### src/rtl/fetch_unit.sv
// fetch_unit: instruction fetch stage. Owns the PC, reads one word at a time
// from the icache and holds it on ins/ins_valid until decode accepts it.
// Accepting computes the next PC from pcSel. Accepting a halt stops fetching
// until reset.
//
// Ports:
//   CLK, nRST            clock; asynchronous active-low reset
//   iREN, iaddr          icache read request and word address (= pc)
//   ihit, iload          icache data-valid strobe and read data
//   ins, ins_valid       held instruction word and its valid flag
//   pc, npc              address of ins / fetch address, and pc + 4
//   ef                   decode accepts ins (only counts while ins_valid)
//   pcSel                next PC: 00 npc, 01 branch, 10 jump, 11 register
//   imm16, jr_addr       branch offset and jump-register target
//   halt, halted         decode flags ins as halt; fetch is stopped
//   cyc_cnt, stall_cnt   perf counters (only when FETCH_PERF_CNT_EN is defined)
//
// Build option: define FETCH_PERF_CNT_EN to add the cycle and stall counters.
module fetch_unit #(
  parameter logic [31:0] PC_INIT = 32'h0000_0000,
  parameter int          CNT_W   = 32
) (
  input  logic             CLK,
  input  logic             nRST,
  output logic             iREN,
  output logic [31:0]      iaddr,
  input  logic             ihit,
  input  logic [31:0]      iload,
  output logic [31:0]      ins,
  output logic             ins_valid,
  output logic [31:0]      pc,
  output logic [31:0]      npc,
  input  logic             ef,
  input  logic [1:0]       pcSel,
  input  logic [15:0]      imm16,
  input  logic [31:0]      jr_addr,
  input  logic             halt,
  output logic             halted
`ifdef FETCH_PERF_CNT_EN
  ,
  output logic [CNT_W-1:0] cyc_cnt,
  output logic [CNT_W-1:0] stall_cnt
`endif
);

  typedef enum logic [1:0] {FETCH, HOLD, HALTED} state_t;

  state_t      state, state_n;
  logic        req;      // FETCH is requesting; gated with nRST for iREN
  logic        load_ins; // capture iload this cycle
  logic        accept;   // decode consumed ins (halt or not)
  logic        pc_upd;   // accepted non-halt: move to next_pc
  logic [31:0] next_pc;
  logic [31:0] br_off;

  assign npc    = pc + 32'd4;
  assign iaddr  = pc;
  // Requests drop as soon as reset asserts, even though state already reads FETCH.
  assign iREN   = req & nRST;
  assign halted = (state == HALTED);
  assign br_off = {{14{imm16[15]}}, imm16, 2'b00};

  always_comb begin
    next_pc = npc;
    case (pcSel)
      2'b00:   next_pc = npc;
      2'b01:   next_pc = npc + br_off;
      2'b10:   next_pc = {npc[31:28], ins[25:0], 2'b00};
      default: next_pc = jr_addr;
    endcase
  end

  always_ff @(posedge CLK or negedge nRST) begin
    if (!nRST) state <= FETCH;
    else       state <= state_n;
  end

  always_comb begin
    state_n  = state;
    req      = 1'b0;
    load_ins = 1'b0;
    accept   = 1'b0;
    pc_upd   = 1'b0;
    case (state)
      FETCH: begin
        req = 1'b1;
        if (ihit) begin
          load_ins = 1'b1;
          state_n  = HOLD;
        end
      end
      HOLD: begin
        // ins_valid is always set in HOLD, so ef needs no extra qualification.
        if (ef) begin
          accept = 1'b1;
          if (halt) begin
            state_n = HALTED;
          end else begin
            pc_upd  = 1'b1;
            state_n = FETCH;
          end
        end
      end
      default: state_n = HALTED;
    endcase
  end

  always_ff @(posedge CLK or negedge nRST) begin
    if (!nRST) begin
      pc        <= PC_INIT;
      ins       <= '0;
      ins_valid <= 1'b0;
    end else begin
      if (load_ins) begin
        ins       <= iload;
        ins_valid <= 1'b1;
      end else if (accept) begin
        ins_valid <= 1'b0;
      end
      if (pc_upd) pc <= next_pc;
    end
  end

`ifdef FETCH_PERF_CNT_EN
  always_ff @(posedge CLK or negedge nRST) begin
    if (!nRST) begin
      cyc_cnt   <= '0;
      stall_cnt <= '0;
    end else begin
      if (state != HALTED)             cyc_cnt   <= cyc_cnt + 1'b1;
      if ((state == FETCH) && !ihit)   stall_cnt <= stall_cnt + 1'b1;
    end
  end
`else
  // Keeps CNT_W referenced when the counters are compiled out.
  logic [CNT_W-1:0] unused_cnt;
  assign unused_cnt = '0;
`endif

endmodule

### config.mk
export PLATFORM = sky130hd
export DESIGN_NAME = fetch_unit
export DESIGN_NICKNAME = d
export VERILOG_FILES = /design/src/rtl/fetch_unit.sv
export SDC_FILE = /design/constraint.sdc
export NUM_CORES = 1
export LEC_CHECK = 0
export ABC_AREA = 1
export BUFFER_PORTS_ARGS = -buffer_cell sky130_fd_sc_hd__buf_2
export CAP_MARGIN = 0
export CELL_PAD_IN_SITES_DETAIL_PLACEMENT = 1
export CELL_PAD_IN_SITES_GLOBAL_PLACEMENT = 1
export CORE_MARGIN = 10
export CORE_UTILIZATION = 36
export CTS_BUF_LIST = sky130_fd_sc_hd__clkbuf_8
export DETAILED_ROUTE_END_ITERATION = 8
export PLACE_DENSITY_LB_ADDON = 0.1
export SLEW_MARGIN = 20
export SYNTH_ARGS = -nofsm -noshare
export SYNTH_HDL_FRONTEND = slang
export SYNTH_SLANG_ARGS = --single-unit
### constraint.sdc
create_clock -name CLK -period 3.64 [get_ports CLK]
set_clock_uncertainty 0.1 [all_clocks]
set_input_delay 0.182 -clock CLK [delete_from_list [all_inputs] [get_ports CLK]]
set_output_delay 0.182 -clock CLK [all_outputs]
set_load 0.1 [all_outputs]
==> results.cfg <==
[clock_tree]
clock_latency_ps = 370
clk_path_buf_depth = 2
cts.sinks = 67
cts_buffers = 9
clk_transition_reported_paths_ps = 90
h-tree-depth = 3
cts_tree = built
cts_root_buf = clkbuf_8

[die]
coreArea_sq_um = 18100
ios = 218
die_y_um = 156
start_util_pct = 36.9
row_count = 49
fp.dieW_um = 156
die_area_sq_um = 24400

[grt]
grt_pass1_wl_um = 46900
antenna_found_initial = 3
grt_max_degree = 39
grt_use_met3_pct = 5.84
grt_use_met1_pct = 32.0
top_usage_layer = met2
grt_use_met2_pct = 40.4
grt_overflow_total = 0
grt_usage_pct = 24.8
grt_pass1_vias = 8062

[worst_setup_path]
crit_required_ps = 3800
crit_fanout = 6
slowest_delay_ps = 460
cp_cell_sequence = clkinvlp_4 -> nor2_4 -> nand2_2 -> nor2_4 -> xor2_1 -> inv_1 -> ha_1 -> nand2_1 -> nor2_1 -> nand2_1 -> nand2_1 -> inv_1 -> nand2_1 -> nand2_1 -> nand3_1 -> nand2_1 -> nand2_1 -> nand2_1
cp_common_cell = nand2_1
arrival_ps = 3540
cpMaxStageDelayCell = dfrtp_4
critPathKind = register to register
path_delay_family = simple AND/OR/NAND/NOR gates
path_buf_inv = 3
start_kind = register
cp-end-kind = register

[logic_synthesis]
netlist_area_sq_um = 6680
syn-num-nets = 1186
synthTopCellsByArea = dfrtp_1, nand2_1, inv_1
synth_top_area_share_pct = 25.1
ys_types = 39
synth.yosys.seq_area_share_pct = 25.1
ys_warn_count = 0
avgSynthCellArea_sq_um = 6.29
ys_seq_elements = 67
syn_inst = 1062
synth_top_area_cell = dfrtp_1

[route]
vias = 7800
wl_per_cell_um = 20.1
detail-route-antenna-nets = 0
drt_iter0_drc = 398
finalWirelength_um = 30800
drtPass1Iterations = 5
drc = 0
viasPerCell = 5.09

[layout]
area_growth_pct = 32.3
final_util_pct = 48.9
fin_nets = 1421
layout.cells.non_filler = 1533
drive_above_1_share_pct = 28.0

[sta]
min_period_over_period_pct = 92.8
period_needed_ps = 3380
rsz0062_at_grt = false
hold_viol = 0
maxSlewViolCount = 0
relSlewSlack_pct = 39.3
setup_viol = 0
worstMarginPinSlew_ps = 908
clock.fmax_mhz = 296

[outcome]
status = finished, final reports clean

[placed_design]
place_hpwl_um = 24800
gp_congestion = 0.924
placed_cells = 1474
io_buffers = 217

[job]
drv_cap = 0

[worst_hold_path]
hold_path_class = input port to register
==> through the flow <==
step	hold WS, ps	worst slack [ps]	instance area [sq um]	setup TNS, ps
2_1_floorplan	-214	-392	6900	-7930
3_3_place_gp	145	156	8090	0
3_5_place_dp	148	107	8090	0
4_1_cts	6.04	61.9	8750	0
5_1_grt	27.1	1.92	8840	0
6_report	13.8	262	8840	0
==> logic make-up after synthesis <==
group | after synthesis | synth area share, %
compound gates | 100 | 8.26
xor+xnor | 15 | 1.97
fa+ha+maj | 37 | 7.04
buf+inv | 209 | 13.9
flops | 67 | 25.1
mux | 32 | 5.39
simple gates | 602 | 38.4
==> flip-flops by register name (all words and copies together) (netlist names) <==
name and flops:
ins 32, iaddr 32, state 2, ins_valid 1
==> Yosys cell counts, drive strengths merged <==
library cell	count
nor3	17
a21oi	40
mux2	32
xor2	9
o21ai	42
nor2	110
a21o	1
inv	154
a21boi	1
ha	36
a31oi	1
nor3b	2
o211ai	4
clkbuf	9
or2	2
o21bai	6
o22ai	1
and2	3
nand2	373
buf	46
fa	1
o2111ai	1
dfrtp	67
nand3	70
a221oi	3
nand3b	6
nand4	19
xnor2	6
==> cell type report <==
type	instances	area (sq um)
fillers	2438	9250
multi-input cells	786	4350
flip-flops and latches	67	1700
repair buffers	279	1650
inverters	154	586
well taps	229	287
clock inverters	7	146
clock buffers	9	124
diodes	2	5.00
==> placed cells by master, fill, tap and decap left out, drive strengths merged, types with 2 or more instances in the layout <==
cell type and count:
clkinvlp 2, ha 36, diode 2, buf 240, dlygate4sd3 39, and2 3
nor2 110, o21ai 42, inv 154, nand2 373, o21bai 6, bufinv 4
xor2 9, nor3b 2, nand3b 6, o211ai 4, dfrtp 67, nand4 19
nand3 70, xnor2 6, or2 2, nor3 17, mux2 32, a221oi 3
clkbuf 9, a21oi 40
==> worst reg2reg max path, stage by stage (launching register included) <==
cell,delay (ps)
dfrtp_4,460
clkinvlp_4,180
nor2_4,250
nand2_2,120
nor2_4,210
xor2_1,190
inv_1,130
ha_1,390
nand2_1,130
nor2_1,280
nand2_1,160
nand2_1,120
inv_1,60
nand2_1,60
nand2_1,40
nand3_1,180
nand2_1,90
nand2_1,70
nand2_1,50
==> worst paths after layout <==
| kind | from | endpoint | slack (ps) | cells after the start |
|---|---|---|---|---|
| min | jr_addr[4] | iaddr[4] | 10 | 3 |
| max reg2reg | iaddr[2] | iaddr[19] | 260 | 18 |
| min in group asynchronous | nRST | ins[0] | 280 | 3 |
| max in group asynchronous | nRST | ins[21] | 2250 | 4 |
| min reg2reg | ins_valid | ins_valid | 390 | 2 |
| max | iaddr[2] | iaddr[19] | 260 | 18 |
==> timing repair <==
item	in CTS	in global routing
hold buffers	39	0
buffers inserted	0	2
setup endpoints to repair	0	14
gates resized for setup	0	17
hold endpoints to repair	67	0
==> layer usage <==
| layer | up-vias | share of wire (%) |
|---|---|---|
| met5 | - | 0.052 |
| met4 | 2 | 2.2 |
| met3 | 37 | 6.8 |
| met2 | 241 | 46 |
| met1 | 3709 | 45 |
| li1 | 3811 | - |
Power is not shown: default switching activity piles up to over one toggle a cycle in this logic, so the estimate is an artifact.
